===== src/rtl/spi_pkg.sv =====
// Shared constants and state encoding for the SPI responder.
package spi_pkg;

    localparam logic [1:0] SPI_MODE0 = 2'b00;
    localparam int         BYTE_W    = 8;
    localparam int         CNT_W     = $clog2(BYTE_W);

    typedef enum logic {
        ST_IDLE   = 1'b0,
        ST_ACTIVE = 1'b1
    } spi_state_t;

endpackage


===== src/rtl/spi_sync_edge.sv =====
// Multi-stage synchronizer for an asynchronous input with one-clock rise/fall pulses
// derived from its two oldest stages.
module spi_sync_edge #(
    parameter int   SYNC_STAGES = 2,
    parameter logic RST_VAL     = 1'b0
) (
    input  logic i_clk,
    input  logic i_rst,
    input  logic i_async,
    output logic o_rise,
    output logic o_fall
);

    logic [SYNC_STAGES-1:0] r_sync;

    always_ff @(posedge i_clk) begin
        if (i_rst) begin
            r_sync <= {SYNC_STAGES{RST_VAL}};
        end else begin
            r_sync <= {r_sync[SYNC_STAGES-2:0], i_async};
        end
    end

    assign o_rise = r_sync[SYNC_STAGES-2] & ~r_sync[SYNC_STAGES-1];
    assign o_fall = ~r_sync[SYNC_STAGES-2] & r_sync[SYNC_STAGES-1];

endmodule


===== src/rtl/spi_slave_rx.sv =====
// SPI mode-0 responder: oversamples an external master on the system clock, delivers each byte
// with its DC flag and shifts a host-supplied byte back on MISO.
module spi_slave_rx
    import spi_pkg::*;
#(
    parameter int CLK_FRE     = 50,
    parameter int SYNC_STAGES = 2
) (
    input  logic              clk,
    input  logic              rst,
    input  logic              spi_cs,
    input  logic              spi_sck,
    input  logic              spi_mosi,
    input  logic              spi_dc,
    output logic              spi_miso,
    output logic              spi_miso_oe,
    input  logic              send_en,
    input  logic [BYTE_W-1:0] send_data,
    output logic              send_busy,
    output logic [BYTE_W-1:0] recv_data,
    output logic              recv_dc,
    output logic              recv_valid,
    output logic              tx_underrun,
    output logic              frame_err
);

    logic w_cs_rise;
    logic w_cs_fall;
    logic w_sck_rise;
    logic w_sck_fall;

    logic [SYNC_STAGES-1:0] r_mosi_sync;
    logic [SYNC_STAGES-1:0] r_dc_sync;
    logic                   w_mosi_s;
    logic                   w_dc_s;

    spi_state_t r_state;
    spi_state_t w_state_next;

    logic              w_byte_start;
    logic              w_cs_end;
    logic              w_bit_rise;
    logic              w_bit_fall;
    logic [BYTE_W-1:0] w_tx_next;

    logic [CNT_W-1:0]  r_bit_cnt;
    logic [BYTE_W-2:0] r_rx_shift;
    logic [BYTE_W-2:0] r_tx_shift;
    logic [BYTE_W-1:0] r_tx_buf;
    logic              r_tx_pending;

    logic              r_miso;
    logic              r_miso_oe;
    logic [BYTE_W-1:0] r_recv_data;
    logic              r_recv_dc;
    logic              r_recv_valid;
    logic              r_tx_underrun;
    logic              r_frame_err;

    spi_sync_edge #(
        .SYNC_STAGES (SYNC_STAGES),
        .RST_VAL     (1'b1)
    ) u_cs_sync (
        .i_clk   (clk),
        .i_rst   (rst),
        .i_async (spi_cs),
        .o_rise  (w_cs_rise),
        .o_fall  (w_cs_fall)
    );

    spi_sync_edge #(
        .SYNC_STAGES (SYNC_STAGES),
        .RST_VAL     (1'b0)
    ) u_sck_sync (
        .i_clk   (clk),
        .i_rst   (rst),
        .i_async (spi_sck),
        .o_rise  (w_sck_rise),
        .o_fall  (w_sck_fall)
    );

    // MOSI/DC only need a level, but use the same depth so they line up with the SCK edge pulses.
    always_ff @(posedge clk) begin
        if (rst) begin
            r_mosi_sync <= '0;
            r_dc_sync   <= '0;
        end else begin
            r_mosi_sync <= {r_mosi_sync[SYNC_STAGES-2:0], spi_mosi};
            r_dc_sync   <= {r_dc_sync[SYNC_STAGES-2:0], spi_dc};
        end
    end

    assign w_mosi_s  = r_mosi_sync[SYNC_STAGES-1];
    assign w_dc_s    = r_dc_sync[SYNC_STAGES-1];
    assign w_tx_next = r_tx_pending ? r_tx_buf : '0;

    always_ff @(posedge clk) begin
        if (rst) begin
            r_state <= ST_IDLE;
        end else begin
            r_state <= w_state_next;
        end
    end

    // CS deassertion wins over any SCK edge arriving in the same cycle.
    always_comb begin
        w_state_next = r_state;
        w_byte_start = 1'b0;
        w_cs_end     = 1'b0;
        w_bit_rise   = 1'b0;
        w_bit_fall   = 1'b0;
        case (r_state)
            ST_IDLE: begin
                if (w_cs_fall) begin
                    w_state_next = ST_ACTIVE;
                    w_byte_start = 1'b1;
                end
            end
            ST_ACTIVE: begin
                if (w_cs_rise) begin
                    w_state_next = ST_IDLE;
                    w_cs_end     = 1'b1;
                end else begin
                    w_bit_rise = w_sck_rise;
                    if (w_sck_fall) begin
                        if (r_bit_cnt == '0) begin
                            w_byte_start = 1'b1;
                        end else begin
                            w_bit_fall = 1'b1;
                        end
                    end
                end
            end
            default: begin
                w_state_next = ST_IDLE;
            end
        endcase
    end

    always_ff @(posedge clk) begin
        if (rst) begin
            r_bit_cnt     <= '0;
            r_tx_pending  <= 1'b0;
            r_miso        <= 1'b0;
            r_miso_oe     <= 1'b0;
            r_recv_data   <= '0;
            r_recv_dc     <= 1'b0;
            r_recv_valid  <= 1'b0;
            r_tx_underrun <= 1'b0;
            r_frame_err   <= 1'b0;
        end else begin
            r_recv_valid  <= 1'b0;
            r_tx_underrun <= w_byte_start & ~r_tx_pending;
            r_frame_err   <= w_cs_end & (r_bit_cnt != '0);

            if (w_cs_end || (w_byte_start && r_state == ST_IDLE)) begin
                r_bit_cnt <= '0;
            end else if (w_bit_rise) begin
                r_bit_cnt <= r_bit_cnt + CNT_W'(1);
            end

            if (w_cs_end) begin
                r_miso    <= 1'b0;
                r_miso_oe <= 1'b0;
            end else if (w_byte_start) begin
                r_miso <= w_tx_next[BYTE_W-1];
                if (r_state == ST_IDLE) begin
                    r_miso_oe <= 1'b1;
                end
            end else if (w_bit_fall) begin
                r_miso <= r_tx_shift[BYTE_W-2];
            end

            if (w_bit_rise && r_bit_cnt == CNT_W'(BYTE_W - 1)) begin
                r_recv_data  <= {r_rx_shift, w_mosi_s};
                r_recv_dc    <= w_dc_s;
                r_recv_valid <= 1'b1;
            end

            // A host write coinciding with a load that empties the buffer is dropped: busy was high.
            if (w_byte_start && r_tx_pending) begin
                r_tx_pending <= 1'b0;
            end else if (send_en && !r_tx_pending) begin
                r_tx_pending <= 1'b1;
            end
        end
    end

    always_ff @(posedge clk) begin
        if (send_en && !r_tx_pending) begin
            r_tx_buf <= send_data;
        end
        if (w_byte_start) begin
            r_tx_shift <= w_tx_next[BYTE_W-2:0];
        end else if (w_bit_fall) begin
            r_tx_shift <= {r_tx_shift[BYTE_W-3:0], 1'b0};
        end
        if (w_bit_rise) begin
            r_rx_shift <= {r_rx_shift[BYTE_W-3:0], w_mosi_s};
        end
    end

    always_ff @(posedge clk) begin
        if (!rst) begin
            assert (SYNC_STAGES >= 2 && CLK_FRE >= 8 && SPI_MODE0 == 2'b00)
                else $error("spi_slave_rx: unsupported parameter set");
        end
    end

    assign spi_miso    = r_miso;
    assign spi_miso_oe = r_miso_oe;
    assign send_busy   = r_tx_pending;
    assign recv_data   = r_recv_data;
    assign recv_dc     = r_recv_dc;
    assign recv_valid  = r_recv_valid;
    assign tx_underrun = r_tx_underrun;
    assign frame_err   = r_frame_err;

endmodule

===== config.mk =====
export PLATFORM = sky130hd
export DESIGN_NAME = spi_slave_rx
export DESIGN_NICKNAME = d
export VERILOG_FILES = /design/src/rtl/spi_pkg.sv /design/src/rtl/spi_sync_edge.sv /design/src/rtl/spi_slave_rx.sv
export SDC_FILE = /design/constraint.sdc
export NUM_CORES = 1
export LEC_CHECK = 0
export ABC_AREA = 1
export BUFFER_PORTS_ARGS = -buffer_cell sky130_fd_sc_hd__buf_4
export CORE_ASPECT_RATIO = 0.75
export CORE_MARGIN = 5
export CORE_UTILIZATION = 49
export DETAILED_ROUTE_END_ITERATION = 8
export GPL_ROUTABILITY_DRIVEN = 0
export HOLD_SLACK_MARGIN = 0.03
export PLACE_DENSITY_LB_ADDON = 0.15
export REMOVE_ABC_BUFFERS = 1
export SKIP_LAST_GASP = 1
export SYNTH_ARGS = -nofsm -noshare
export SYNTH_HDL_FRONTEND = slang
export SYNTH_HIERARCHICAL = 1
export SYNTH_SLANG_ARGS = --single-unit

===== constraint.sdc =====
create_clock -name clk -period 1.2 [get_ports clk]
set_input_delay 0.24 -clock clk [delete_from_list [all_inputs] [get_ports clk]]
set_output_delay 0.24 -clock clk [all_outputs]
set_load 0.03 [all_outputs]

==> results of run 1 <==
[layer usage]
metal / vias to the layer above / track usage (%)
met4: 0 / 5.063
li1: 673 / -
met1: 612 / 19.38
met2: 30 / 24.48
met5: - / 0
met3: 6 / 6.358
[Yosys cell counts, drive strengths merged]
cell type and instances:
nor2 24, and3 1, o21ai 2, clkbuf 2, dfxtp 27, nor3 1, ha 3, edfxtp 22
buf 2, a21oi 11, a211oi 2, o21bai 1, nand2 42, nand3 11, inv 24
[worst max-delay path: stages (launching register included)]
cell and delay (ps):
dfxtp_2 350, inv_2 30, nor2_2 120, inv_2 60, nor2_4 130, buf_6 120
nor2_4 40, buf_12 130, nand2_1 50, nand2_1 50
[worst paths after layout]
check / from / end / slack, ps / depth (start not counted)
hold reg to reg: r_mosi_sync[0]$_SDFF_PP0_ / r_mosi_sync[1]$_SDFF_PP0_ / 410 / 2
setup reg to reg: u_cs_sync/r_sync[1]$_SDFF_PP1_ / r_tx_shift[3]$_DFFE_PP_ / -120 / 9
hold / removal: spi_cs / u_cs_sync/r_sync[0]$_SDFF_PP1_ / 100 / 3
setup / recovery: u_cs_sync/r_sync[1]$_SDFF_PP1_ / r_tx_shift[3]$_DFFE_PP_ / -120 / 9
[through the flow]
step                setup TNS [ps]  hold WS (ps)  std cells  power, mW  worst slack, ps
floorplan                    -1474         309.1        171      1.972           -100.5
global placement            -893.6         392.9        270      2.105           -75.72
detailed placement           -2162         394.8        270      2.117           -138.7
CTS                          -1748         91.70        283      3.086           -130.8
global route                 -3517         82.93        286      3.239           -183.9
finish                       -1536         103.3        286      3.093           -122.2
[state kept, by name, summed over array words and instances (netlist names), 2 cells and up]
register,count
r_tx_buf,8
u_cs_sync/r_sync,2
recv_data,8
r_bit_cnt,3
r_dc_sync,2
r_tx_shift,7
r_rx_shift,7
r_mosi_sync,2
u_sck_sync/r_sync,2
[final cells by class]
type	instances	area (sq um)	area share, %
Sequential cell	49	1211	46.61
Multi-Input combinational cell	98	621.8	23.93
Timing Repair Buffer	55	516.7	19.88
Inverter	24	97.59	3.755
Clock buffer	5	68.82	2.648
Tap cell	52	65.06	2.504
Clock inverter	3	17.52	0.6740
[cells by family (layout without fill, tap and decap cells)]
kind of cell	Yosys count	count (layout)
AND/OR/NAND/NOR	79	79
AO/OA/AOI/OAI	16	16
buffers and inverters	28	87
flip-flops	49	49
adder cells (fa/ha/maj)	3	3
[power groups by stage]
stage	Combinational (mW)	Sequential, mW	Clock [mW]
2_1_floorplan	0.0921	1.88	0
3_3_place_gp	0.238	1.87	0
3_5_place_dp	0.247	1.87	0
4_1_cts	0.293	1.83	0.958
5_1_grt	0.352	1.85	1.04
6_report	0.323	1.84	0.932
[timing repair]
item                                    in CTS  in global routing
cloned                                       2                  0
endpoints found under the setup margin      37                 36
gates resized for setup                     37                 27
pin swaps                                    8                 15
buffers inserted                             4                  3
==> impl_metrics.yaml, run 1 <==
outcome:
  outcome: "complete, but fails checks"
  violations: "negative setup slack"
grt:
  grt_pass1_wl_um: 5782
  grt_overflow: 0
  grt_antenna_before_repair: 0
  grt_util_all_layers_pct: 15.54
  grt_max_degree: 19
  grt_pass1_vias: 1267
logic_synthesis:
  yosys.area_share.simple_pct: 19.37
  netlist_area_sq_um: 1789
  seq_area_frac_synth_pct: 67.13
  synth-xor-area-share_pct: 0
  synthAdderAreaFrac_pct: 2.098
  synth_top_area_share_pct: 36.92
  avgSynthCellArea_sq_um: 10.22
  ys_types: 21
  netlist_top_cells_area: "edfxtp_1 (37%), dfxtp_1 (30%), nand2_1 (8.6%)"
  synth_top_family_by_area: "simple AND/OR/NAND/NOR gates"
  netlist_instances: 175
  yosys.area.top_type: "edfxtp_1"
  synthMuxAreaShare_pct: 0
  yosys_register_bits: 49
  yosysWarnings: 6
  synth_compound_gate_area_share_pct: 4.895
floorplanning:
  core-area_sq_um: 3590
  start_util_pct: 49.84
  die_h_um: 62.33
  die_area_sq_um: 4972
  rows: 19
  die_w_um: 79.78
  ios: 30
layout:
  utilization_pct: 72.39
  final_cell_mix: "buf_4 (43), nand2_1 (31), edfxtp_1 (22), dfxtp_1 (19)"
  n_antenna_cell: 0
  finalInstanceArea_sq_um: 2599
  fin_nets: 251
  area_growth_pct: 45.24
  drive_gt1_share_pct: 47.01
  mostFrequentLayoutCell: "buf_4"
  fillers: 246
timing:
  finalHoldViolations: 0
  setup_viol: 35
  tightest_slew_ps: 221.8
  finalCritPeriodShare_pct: 110.2
  setup_ws_ps: -122.2
  slew_violations: 0
  max_freq_mhz: 756.3
  period_needed_ps: 1322
  clock_skew_ps: 8.779
  relSlewSlack_pct: 85.10
  rsz0062_at_grt: "yes"
detailed_routing:
  drt_iter0_drc: 73
  drc: 0
  ant_nets: 0
  top_layer: "met4"
  num_vias: 1321
  dr_wl_met2_um: 1805
  routed_wl_um: 3675
  vias_per_cell: 4.619
  dr_wl_met3_um: 207
  wl_met1_um: 1610
  dr.pass1.iters: 4
  wl_per_cell_um: 12.85
clock_network:
  clk_pin_slew_ps: 90
  clkLatencyLatePin_ps: 310
  root_buffer: "clkbuf_8"
  hold_buffers: 0
  cts_inserted_buffers: 5
  clk_path_buf_depth: 2
  cts.sinks: 49
  cts_max_level: 2
  tritoncts: "built"
pwr:
  ir_drop_uv: 946.1
  p_leak_nw: 1.086
  combPwrFrac_pct: 10.4
  seq_power_share_pct: 59.5
  clkPwrFrac_pct: 30.1
  power_density_nw_per_um2: 1190
  switchingPower_uw: 722.1
  cell_internal_pwr_mw: 2.371
  swShare_pct: 23.35
critical_path:
  required_ps: 1270
  arrival_ps: 1390
  cp_max_fo: 8
  critPathCaptureType: "flop"
  start_kind: "flop"
  worstSetupPathType: "flop to flop"
run:
  maxCapViolCount: 0
placement:
  dpl_cell_area_sq_um: 2218
  port_buffers: 29
  dp_hpwl_um: 2376
worst_hold_path:
  hold_path_class: "primary input to flop"
Power figures use the tool's default switching activity.
==> run 2: changes to the inputs <==
Settings changed: CORE_UTILIZATION 49 to 45, MAX_ROUTING_LAYER set to met4.
==> impl_metrics.yaml, run 2 (synthesis gave the netlist of run 1 again) <==
worst_hold_path:
  hold_path_class: "primary input to flop"
  holdPathStages: 3
critical_path:
  critPathCaptureType: "flop"
  arrival_ps: 1310
  cp_common_cell: "inv_2"
  r2r_start: "u_cs_sync/r_sync[1]$_SDFF_PP1_"
  cp_max_fo: 4
  required_ps: 1220
  r2r_end: "r_tx_shift[5]$_DFFE_PP_"
  cp_cell_sequence: "inv_2 -> nor2_4 -> inv_2 -> nor2_4 -> inv_2 -> nand2_4 -> clkbuf_16"
  reg2regPathDepth: 7
  worstSetupPathType: "flop to flop"
  crit_path_end: "r_tx_shift[5]$_DFFE_PP_"
  slowest_delay_ps: 360
  start_kind: "flop"
  slowest_stage: "dfxtp_2"
  r2r_setup_slack_ps: -90
  worstSetupStartpoint: "u_cs_sync/r_sync[1]$_SDFF_PP1_"
layout:
  drive_gt1_share_pct: 46.78
  fin_nets: 250
  final_cell_mix: "buf_4 (45), nand2_1 (35), edfxtp_1 (22), dfxtp_1 (20), inv_1 (16)"
  area_growth_pct: 46.08
  mostFrequentLayoutCell: "buf_4"
  register_area_sq_um: 1210
  final_cells: 285
  multiInputGateArea_sq_um: 658.1
  fillers: 314
  n_antenna_cell: 0
detailed_routing:
  wl_per_cell_um: 12.52
  routed_wl_um: 3569
  drc: 0
  ant_nets: 0
  dr.pass1.iters: 4
  drt_iter0_drc: 68
  vias_per_cell: 4.625
  num_vias: 1318
clock_network:
  cts_max_level: 2
  clk_pin_slew_ps: 80
  root_buffer: "clkbuf_8"
  hold_buffers: 0
  clk_path_buf_depth: 2
  cts.sinks: 49
  tritoncts: "built"
  clkLatencyLatePin_ps: 290
  cts_inserted_buffers: 5
outcome:
  violations: "negative setup slack"
  outcome: "complete, but fails checks"
floorplanning:
  ios: 30
  die_h_um: 64.61
  start_util_pct: 47.63
  die_w_um: 82.81
  die_area_sq_um: 5350
  core-area_sq_um: 3756
  rows: 19
placement:
  port_buffers: 29
  dp_slack_ps: -152.9
  dp_cells: 269
  dp_hpwl_um: 2313
timing:
  max_freq_mhz: 774.9
  clock_skew_ps: 6.814
  fin_hold_ws_ps: 116.9
  tightest_slew_ps: 230.4
  rsz0062_at_grt: "yes"
  period_needed_ps: 1291
  relSlewSlack_pct: 84.64
  setup_viol: 27
  finalHoldViolations: 0
  finalCritPeriodShare_pct: 107.5
  slew_violations: 0
  setup_ws_ps: -90.54
pwr:
  power_mw: 3.113
  ir_drop_uv: 675.5
  p_leak_nw: 1.082
  power_density_nw_per_um2: 1191
run:
  maxCapViolCount: 0
grt:
  grt_max_degree: 19
  grt_util_all_layers_pct: 12.99
  grt_pass1_wl_um: 5264
  grt_pass1_vias: 1203
  grt_antenna_before_repair: 0
  grt_overflow: 0
-- run 2: power by group --
part           switching, mW  internal (mW)
Combinational          0.158          0.153
Sequential            0.0311           1.81
Clock                  0.495          0.470
-- run 2: critical path, delay by kind of cell (launching register included) --
family / cells / cell delay (ps)
DFF: 1 / 360
and+or+nand+nor: 3 / 350
buffers and inverters: 4 / 310
-- run 2: what timing repair did --
| item | CTS | global route |
|---|---|---|
| setup buffers | 2 | 3 |
| pin swaps | 11 | 26 |
| gates cloned | 0 | 3 |
| hold endpoints to repair | 0 | 0 |
| setup endpoints to repair | 36 | 37 |
| gates resized for setup | 20 | 43 |
-- run 2: how the worst min path moves through the flow --
stage | slack, ps | start | end
2_1_floorplan | 310 | rst | recv_data[0]$_SDFFE_PP0P_
3_3_place_gp | 390 | r_mosi_sync[0]$_SDFF_PP0_ | r_mosi_sync[1]$_SDFF_PP0_
3_5_place_dp | 390 | r_dc_sync[0]$_SDFF_PP0_ | r_dc_sync[1]$_SDFF_PP0_
4_1_cts | 110 | spi_cs | u_cs_sync/r_sync[0]$_SDFF_PP1_
5_1_grt | 100 | send_data[7] | r_tx_buf[7]$_DFFE_PP_
6_report | 120 | spi_cs | u_cs_sync/r_sync[0]$_SDFF_PP1_
-- run 2: final cells by class --
cell class	instances	share of cell area [%]
well taps	52	2.489
multi-input cells	98	25.18
inverters	24	3.734
flip-flops and latches	49	46.29
clock buffers	8	3.447
repair buffers	54	18.86
-- run 2: per-layer routing --
layer / share of wire (%) / GRT usage, % / wire length (um) / vias up
met5: 0 / - / 0 / -
met4: 1.9 / 5.510 / 69 / 0
met3: 5.2 / 3.671 / 184 / 7
met2: 48 / 21.70 / 1727 / 27
met1: 44 / 14.84 / 1588 / 600
li1: - / - / - / 684
-- run 2: through the flow --
stage	area (sq um)	util, %	setup TNS (ps)
6_report	2614	69.59	-1590
5_1_grt	2614	69.59	-3965
4_1_cts	2377	63.29	-1523
3_5_place_dp	2211	58.86	-2668
3_3_place_gp	2211	58.86	-1761
2_1_floorplan	1763	-	-1474
